**src/rtl/signext_if.sv**
```systemverilog
// Instruction-in / immediate-out bundle for the LEGv8 immediate generator.
// The master drives the instruction word; the slave returns the extended immediate.
interface signext_if;
  logic [31:0] instr;
  logic [63:0] out;

  modport master (output instr, input out);
  modport slave  (input instr, output out);
endinterface

```
**src/rtl/signext.sv**
```systemverilog
// LEGv8 immediate generator: decodes the opcode, extracts the format-specific
// immediate and presents its 64-bit sign/zero extension one cycle later.
module signext (
  input  logic     clk,
  input  logic     reset,
  signext_if.slave bus
);

  localparam logic [10:0] OpLdur  = 11'b11111000010;
  localparam logic [10:0] OpStur  = 11'b11111000000;
  localparam logic [7:0]  OpCbz   = 8'b10110100;
  localparam logic [7:0]  OpCbnz  = 8'b10110101;
  localparam logic [5:0]  OpB     = 6'b000101;
  localparam logic [5:0]  OpBl    = 6'b100101;
  localparam logic [9:0]  OpAddi  = 10'b1001000100;
  localparam logic [9:0]  OpAddis = 10'b1011000100;
  localparam logic [9:0]  OpSubi  = 10'b1101000100;
  localparam logic [9:0]  OpSubis = 10'b1111000100;

  logic [63:0] out_d;
  logic [63:0] out_q;

  // Branch offsets leave unshifted; the word-to-byte scaling happens downstream.
  always_comb begin
    out_d = '0;
    if (bus.instr[31:21] == OpLdur || bus.instr[31:21] == OpStur) begin
      out_d = {{55{bus.instr[20]}}, bus.instr[20:12]};
    end else if (bus.instr[31:24] == OpCbz || bus.instr[31:24] == OpCbnz) begin
      out_d = {{45{bus.instr[23]}}, bus.instr[23:5]};
    end else if (bus.instr[31:26] == OpB || bus.instr[31:26] == OpBl) begin
      out_d = {{38{bus.instr[25]}}, bus.instr[25:0]};
    end else if (bus.instr[31:22] == OpAddi  || bus.instr[31:22] == OpAddis ||
                 bus.instr[31:22] == OpSubi  || bus.instr[31:22] == OpSubis) begin
      out_d = {52'b0, bus.instr[21:10]};
    end
  end

  always_ff @(posedge clk or negedge reset) begin
    if (!reset) begin
      out_q <= '0;
    end else begin
      out_q <= out_d;
    end
  end

  assign bus.out = out_q;

endmodule

```
**src/flat_wrapper.sv**
```systemverilog
// flat-port wrapper written by rule: the top's interface ports become plain ports
module signext_flat 
  (clk, reset, bus_instr, bus_out);
  signext_if bus_i ();
  input  logic clk;
  input  logic reset;
  input wire logic [$bits(bus_i.instr)-1:0] bus_instr;
  output wire logic [$bits(bus_i.out)-1:0] bus_out;
  assign bus_i.instr = bus_instr;
  assign bus_out = bus_i.out;
  signext u_core (.clk(clk), .reset(reset), .bus(bus_i));
endmodule
```
**config.mk**
```make
export PLATFORM = sky130hd
export DESIGN_NAME = signext_flat
export DESIGN_NICKNAME = d
export VERILOG_FILES = /design/src/rtl/signext_if.sv /design/src/rtl/signext.sv /design/src/flat_wrapper.sv
export SDC_FILE = /design/constraint.sdc
export NUM_CORES = 1
export LEC_CHECK = 0
export CAP_MARGIN = 20
export CORE_ASPECT_RATIO = 1.5
export CORE_MARGIN = 2
export CORE_UTILIZATION = 33
export DETAILED_ROUTE_END_ITERATION = 10
export GPL_ROUTABILITY_DRIVEN = 1
export PLACE_DENSITY = 0.77
export SLEW_MARGIN = 15
export SYNTH_ARGS = -nofsm -noshare
export SYNTH_HDL_FRONTEND = slang
export SYNTH_SLANG_ARGS = --single-unit
```
**constraint.sdc**
```tcl
create_clock -name clk -period 1.3 [get_ports clk]
set_input_delay 0.325 -clock clk [delete_from_list [all_inputs] [get_ports clk]]
set_output_delay 0.325 -clock clk [all_outputs]
set_load 0.01 [all_outputs]
```
# Yosys cells after proc, flatten, opt, wreduce, memory -nomap -nowiden
# Index checks and enable logic that the tools add are counted.
dict set report word_totals {
  ff_bits 64
  latch_bits 0
  ramBits 0
  romBits 0
  elab_cells 21
  n_memories 0
}
dict set report op_classes {
  n_addsub 0
  mul 0
  div_mod_pow 0
  order_cmp 0
  n_eq_ne 10
  shifts 0
  muxes 4
  bitwise 0
  reduce_logical 6
}
# op n
set ops {}
lappend ops {{$mux 64} 3}
lappend ops {{$eq 10x10->1 const B} 4}
lappend ops {{$eq 11x11->1 const B} 2}
lappend ops {{$eq 8x8->1 const B} 2}
lappend ops {{$mux 12} 1}
lappend ops {{$eq 6x3->1 const B} 1}
lappend ops {{$eq 6x6->1 const B} 1}
lappend ops {{$logic_or 1x1->1} 6}

# Longest topological paths before layout
# Gate-level depths: netlist of run 1.
dict set report depth {
  depth_word 8
  mapped_depth 5
}

# Least setup slack after synthesis of run 1
# OpenSTA, ideal clock, no wires.
dict set report synth_path {
  kind {input -> register}
  startpoint {input port bus_instr[23]}
  endpoint {register u_core.out_q[18], in the netlist u_core.bus.out[18]}
  setup_ns 0.064
  arrival_ns 1.464
  slack_ns -0.228
  path_stages 5
  path_buffers 1
  path_cell_list {or4b_4 o32ai_2 and2b_1 buf_6 a21o_1}
}
dict set report synth_via {
  elab_chain_len 3
  word_cells_on_any_way 5
  cone_classes {eq/ne (2); mux (2); reduce/logical (1)}
}
# item line
set synth_rtl {}
lappend synth_rtl {{from (decl)} flat_wrapper.sv:7} ;# input wire logic [$bits(bus_i.instr)-1:0] bus_instr;
lappend synth_rtl {{$eq 11x11->1} signext.sv:26} ;# if (bus.instr[31:21] == OpLdur || bus.instr[31:21] == OpStur) begin
lappend synth_rtl {{$logic_or 1x1->1} signext.sv:26}
lappend synth_rtl {{$mux 64 (*)} signext.sv:26}
lappend synth_rtl {{via u_core.out_d[18]} signext.sv:20} ;# logic [63:0] out_d;
lappend synth_rtl {{to (signal assigned)} signext.sv:42} ;# out_q <= out_d;
lappend synth_rtl {{to (decl)} signext.sv:21} ;# logic [63:0] out_q;
# The timed path passes the listed nets; every way through them passes the cells marked *.

# Final worst setup path of run 1
dict set report layout_path {
  startpoint {input port bus_instr[21]}
  endpoint {register u_core.out_q[18], in the netlist u_core.bus.out[18]}
}
dict set report layout_via {
  elab_chain_len 3
  word_cells_on_any_way 4
  cone_classes {eq/ne (2); mux (1); reduce/logical (1)}
}
# item line
set layout_rtl {}
lappend layout_rtl {{$eq 11x11->1} signext.sv:26}
lappend layout_rtl {{$logic_or 1x1->1 (*)} signext.sv:26}
lappend layout_rtl {{$mux 64 (*)} signext.sv:26}
lappend layout_rtl {{via u_core.out_d[18]} signext.sv:20}
# Marks and branches as above.

==> results of run 1 <==
-- logic make-up (layout without fill, tap and decap cells) --
family	count (synthesis)	after routing	share of synthesized area (%)
AO/OA/AOI/OAI	39	39	19.0
flip-flops	26	26	42.7
AND/OR/NAND/NOR	41	41	15.7
buffers and inverters	47	143	22.7
-- per-stage QoR --
stage | hold slack (ps) | worst slack (ps) | total power, W | cells
floorplan | 29.4 | -225 | 0.000919 | 153
global placement | 692 | -710 | 0.00116 | 283
detailed placement | 697 | -736 | 0.00117 | 283
CTS | 388 | -193 | 0.00171 | 300
global route | 385 | -207 | 0.00178 | 297
finish | 382 | -176 | 0.00173 | 297
-- power by group through the flow --
stage / Clock (W) / Combinational [W] / Sequential [W]
3_3_place_gp: 0 / 0.000323 / 0.000840
5_1_grt: 0.000563 / 0.000392 / 0.000825
6_report: 0.000536 / 0.000372 / 0.000823
4_1_cts: 0.000531 / 0.000354 / 0.000823
2_1_floorplan: 0 / 0.0000699 / 0.000849
3_5_place_dp: 0 / 0.000328 / 0.000840
-- metal layers --
metal,share of wire [%],GRT usage [%]
met1,35,23.8
met2,56,38.5
met3,4.7,2.38
met4,3.9,11.4
met5,0,0
-- cell usage in the layout (no fill, tap or decap), types with 2 or more instances in the layout --
cell and instances:
a221oi_2 9, buf_4 24, clkdlybuf4s50_1 22, nor2_1 16, o21ai_2 10, dfrtp_1 26, buf_6 17, dlymetal6s2s_1 2
nand2_2 4, o21ai_1 3, a21o_1 8, clkbuf_8 4, nor2_4 2, a221oi_4 7, buf_16 3, nand2_4 4
nand2_1 4, buf_2 31, dlygate4sd2_1 29, buf_12 7, inv_1 2
-- worst max-delay path, cell delays in order --
cell	delay, ps
buf_6	90
or4b_4	550
buf_6	130
o32ai_2	220
and2b_2	260
a21o_1	120
-- timing repair --
action,4_1_cts,5_1_grt
gates resized for setup,256,25
pin swaps,22,16
hold endpoints to repair,0,0
setup endpoints to repair,90,65
setup buffers,10,1
gates cloned,4,1
-- final cells by class --
class / count / share of cell area (%)
repair buffers: 137 / 44.5
multi-input cells: 80 / 28.6
flip-flops and latches: 26 / 22.6
well taps: 48 / 2.09
clock buffers: 4 / 1.92
inverters: 2 / 0.261
-- worst paths after layout --
check,cells after the start,endpoint,startpoint
worst max-delay path,6,u_core.bus.out[18],bus_instr[21]
worst min-delay path,3,u_core.bus.out[21],bus_instr[21]
max in group asynchronous,2,u_core.bus.out[19],reset
min in group asynchronous,2,u_core.bus.out[2],reset
==> impl_metrics.toml, run 1 <==
[status]
status = "complete, but fails checks"
violations = "negative setup slack"

[logic_synthesis]
synthTopCellsByArea = "dfrtp_1, buf_4, a221oi_1, o21ai_1, nor2_1"
synth_edf_count = 0
syn-cell-area_mm2 = 0.00152
yosysSeqAreaShare_pct = 42.7
synth.avg_cell_area_um2 = 9.96
synth_top_area_share_pct = 42.7
ys.flop_type = "dfrtp_1"
synth_seq_cells = 26
syn-num-nets = 187
yosysWarnings = 0
synth.most_common_cell = "buf_4"
post_synth_inst_count = 153
synthArstFlopShare_pct = 100
ys_types = 27
yosys-top-cells-count = "buf_4, dfrtp_1, nor2_1"
synth_area_leader_cell = "dfrtp_1"

[floorplan]
ios = 98
dieArea_mm2 = 0.00519
die_w_um = 59.5
die_height_um = 87.2
core_mm2 = 0.00447
fp-row-count = 30
initial_core_util_pct = 34.1

[clock_network]
clkTransAtPathRegs_ps = 90
cts-root-buf = "clkbuf_8"
cts_buffers = 3
cts_hold_buf = 0
cts_tree = "done"
cts.sinks = 26
htree_levels = 1
cts.path.max_buffers = 2

[sta]
timing.final.crit_period_ps = 1480
setup_violations = 58
period_share_pct = 114
max_slew.worst_pin.slew_ps = 353
grt_setup_unrepaired = "yes"
slew_viol_final = 0
fin_setup_tns_ps = -3930
finalHoldViolations = 0
fmax_ghz = 0.677
slew_headroom_pct = 76.4
worst_slack_ps = -176

[detailed_routing]
drc_errors = 0
wl_per_cell_um = 18.8
drtIter0Drc = 49
vias_per_cell = 5.31
routed_wl_um = 5590
ant_nets = 0
vias = 1578
first_pass_iters = 4

[cells_and_area]
design_area_mm2 = 0.00287
multiInputGateArea_um2 = 821
fillers = 342
final_layout_size_suffix_gt1_share_pct = 53.8
largest_register_ffs = 26
area.sequential_um2 = 651
final_nets = 284
antennaDiodeCount = 0
area_growth_syn_to_layout_pct = 88.5
fin_util_pct = 64.3

[critical_path]
critPathRequiredTime_ps = 1520
critical_path_class = "in -> reg"
arrival_ps = 1690
cp-end-kind = "register"
cp-start-kind = "primary input"
cp_max_fo = 8

[place]
place.gp.congestion = 0.845
portBuffers = 97
dpl.hpwl_um = 3370
place_area_mm2 = 0.00253

[hold_path]
worstHoldPathType = "in -> reg"

[job]
maxCapViolCount = 0

[power]
p_comb_share_pct = 21.5
p_clk_share_pct = 31.0
power_density_mw_per_mm2 = 603
power.internal_w = 0.00129
p_sw_share_pct = 25.4
power_switching_w = 0.000440
vdd_drop_max_mv = 0.333
pwr-share-seq_pct = 47.6
leakage_nw = 1.59

[global_routing]
grt_pass1_vias = 1593
track_usage_pct = 21.4
grt_first_pass_wirelength_um = 8210
grt_max_degree = 33
antenna_found_initial = 0
grt-ovfl-total = 0
Note: power is estimated with default switching activity, not from simulation.
==> inputs of run 2 (changes only) <==
--- a/config.mk
+++ b/config.mk
@@ -9,10 +9,12 @@
 export CORE_ASPECT_RATIO = 1.5
 export CORE_MARGIN = 2
 export CORE_UTILIZATION = 33
+export CTS_CLUSTER_SIZE = 10
 export DETAILED_ROUTE_END_ITERATION = 10
 export GPL_ROUTABILITY_DRIVEN = 1
+export MAX_ROUTING_LAYER = met4
 export PLACE_DENSITY = 0.77
-export SLEW_MARGIN = 15
+export SLEW_MARGIN = 25
 export SYNTH_ARGS = -nofsm -noshare
 export SYNTH_HDL_FRONTEND = slang
 export SYNTH_SLANG_ARGS = --single-unit
==> run 2 against run 1 <==
Effect of this change: via count down 0.70%; non-clock buffer count unchanged; routed wire length up 2.2%; global-route usage up 0.54 points; sequential power about the same; the run still ends with negative setup slack left; first-iteration DRC count down 12%; total power down 0.30%; largest cell class unchanged; count of clock-buffer cells in the layout unchanged; clock power down 0.9%; sequential cell count unchanged; sequential share of layout area about the same; die area unchanged; critical path type unchanged.
==> impl_metrics.toml, run 2 (synthesis gave the netlist of run 1 again) <==
[sta]
holdWs_ps = 389
finalHoldViolations = 0
max_slew.worst_pin.slew_ps = 369
grt_setup_unrepaired = "yes"
worst_slack_ps = -191
slew_headroom_pct = 75.3
period_share_pct = 115
timing.final.crit_period_ps = 1490
fin_setup_tns_ps = -4200
slew_viol_final = 0
fmax_ghz = 0.671
setup_violations = 58

[floorplan]
die_height_um = 87.2
dieArea_mm2 = 0.00519
core_mm2 = 0.00447
initial_core_util_pct = 34.1
die_w_um = 59.5
ios = 98
fp-row-count = 30

[critical_path]
cp_max_fo = 8
arrival_ps = 1700
critPathRequiredTime_ps = 1510
cp-end-kind = "register"
cp-start-kind = "primary input"
critical_path_class = "in -> reg"

[power]
p_sw_share_pct = 25.2
power.internal_w = 0.00129
vdd_drop_max_mv = 0.329
power_switching_w = 0.000435
pwr-share-seq_pct = 47.7
p_comb_share_pct = 21.6
leakage_nw = 1.59
p_clk_share_pct = 30.7
power_density_mw_per_mm2 = 600

[place]
dpl.hpwl_um = 3370
portBuffers = 97
place.gp.congestion = 0.858
place_inst = 283
place_area_mm2 = 0.00253
dp_slack_ps = -736

[cells_and_area]
final_common_cell = "buf_2"
final_cell_mix = "buf_2, dlygate4sd2_1, dfrtp_1, buf_4, clkdlybuf4s50_1"
final_nets = 284
antennaDiodeCount = 0
largest_register_ffs = 26
fin_cells = 297
area_growth_syn_to_layout_pct = 88.7
design_area_mm2 = 0.00288
final_layout_size_suffix_gt1_share_pct = 54.2

[clock_network]
cts-root-buf = "clkbuf_8"
cts_tree = "done"
cts.path.max_buffers = 2
cts_buffers = 3
cts.sinks = 26
htree_levels = 1
cts_hold_buf = 0
clkTransAtPathRegs_ps = 90

[global_routing]
grt-ovfl-total = 0
grt_pass1_vias = 1595
grt_max_degree = 33
grt_first_pass_wirelength_um = 8200
track_usage_pct = 21.9
antenna_found_initial = 0

[detailed_routing]
drtIter0Drc = 43
first_pass_iters = 4
drc_errors = 0
ant_nets = 0
vias = 1567
routed_wl_um = 5710
wl_per_cell_um = 19.2
vias_per_cell = 5.28

[status]
violations = "negative setup slack"
status = "complete, but fails checks"

[hold_path]
worstHoldPathType = "in -> async"

[job]
maxCapViolCount = 0
-- run 2: cell count changes in the layout (fill, tap and decap cells not counted) --
| cell | change |
|---|---|
| nor2_1 | -1 |
| nor2_2 | +1 |
-- run 2: final cells by class --
cell class	count	area, um2
Clock buffer	4	55.1
Multi-Input combinational cell	80	823
Fill cell	341	1590
Sequential cell	26	651
Timing Repair Buffer	137	1280
Tap cell	48	60.1
Inverter	2	7.51
-- run 2: worst max-delay path, stage by stage --
cell,delay [ps]
buf_6,90
or4b_4,550
buf_6,140
o32ai_2,220
and2b_2,260
a21o_1,120
-- run 2: metrics by stage --
step	util (%)	power, W
floorplan	-	0.000919
global placement	56.7	0.00116
detailed placement	56.7	0.00117
CTS	62.6	0.00171
global route	64.4	0.00178
finish	64.4	0.00173
-- run 2: worst max path at each step --
stage | from | end | slack [ps] | depth (start not counted)
after floorplan | bus_instr[23] | u_core.bus.out[18] | -230 | 5
after CTS | bus_instr[26] | u_core.bus.out[14] | -190 | 8
after global routing | bus_instr[21] | u_core.bus.out[20] | -220 | 6
final | bus_instr[21] | u_core.bus.out[62] | -190 | 6
after detailed placement | bus_instr[23] | u_core.bus.out[24] | -740 | 5
after global placement | bus_instr[23] | u_core.bus.out[20] | -710 | 5
-- run 2: power groups by stage --
stage | Clock (W) | Sequential (W) | Combinational, W
after floorplan | 0 | 0.000849 | 0.0000699
after global placement | 0 | 0.000840 | 0.000323
after detailed placement | 0 | 0.000840 | 0.000328
after CTS | 0.000531 | 0.000823 | 0.000354
after global routing | 0.000563 | 0.000825 | 0.000393
final | 0.000531 | 0.000824 | 0.000372
-- run 2: per-layer routing --
metal / global-route usage, % / vias to the layer above / part of all wire (%)
met5: - / - / 0
met4: 11.4 / 0 / 4.5
met3: 2.38 / 26 / 4.4
met2: 38.4 / 89 / 57
met1: 23.7 / 752 / 34
li1: - / 700 / -
-- run 2: repair_timing --
| action | 4_1_cts | 5_1_grt |
|---|---|---|
| setup endpoints to repair | 90 | 65 |
| endpoints found under the hold margin | 0 | 0 |
| pin swaps | 22 | 16 |
| gates cloned | 4 | 1 |
| resized for setup | 256 | 26 |
| buffers inserted | 10 | 1 |
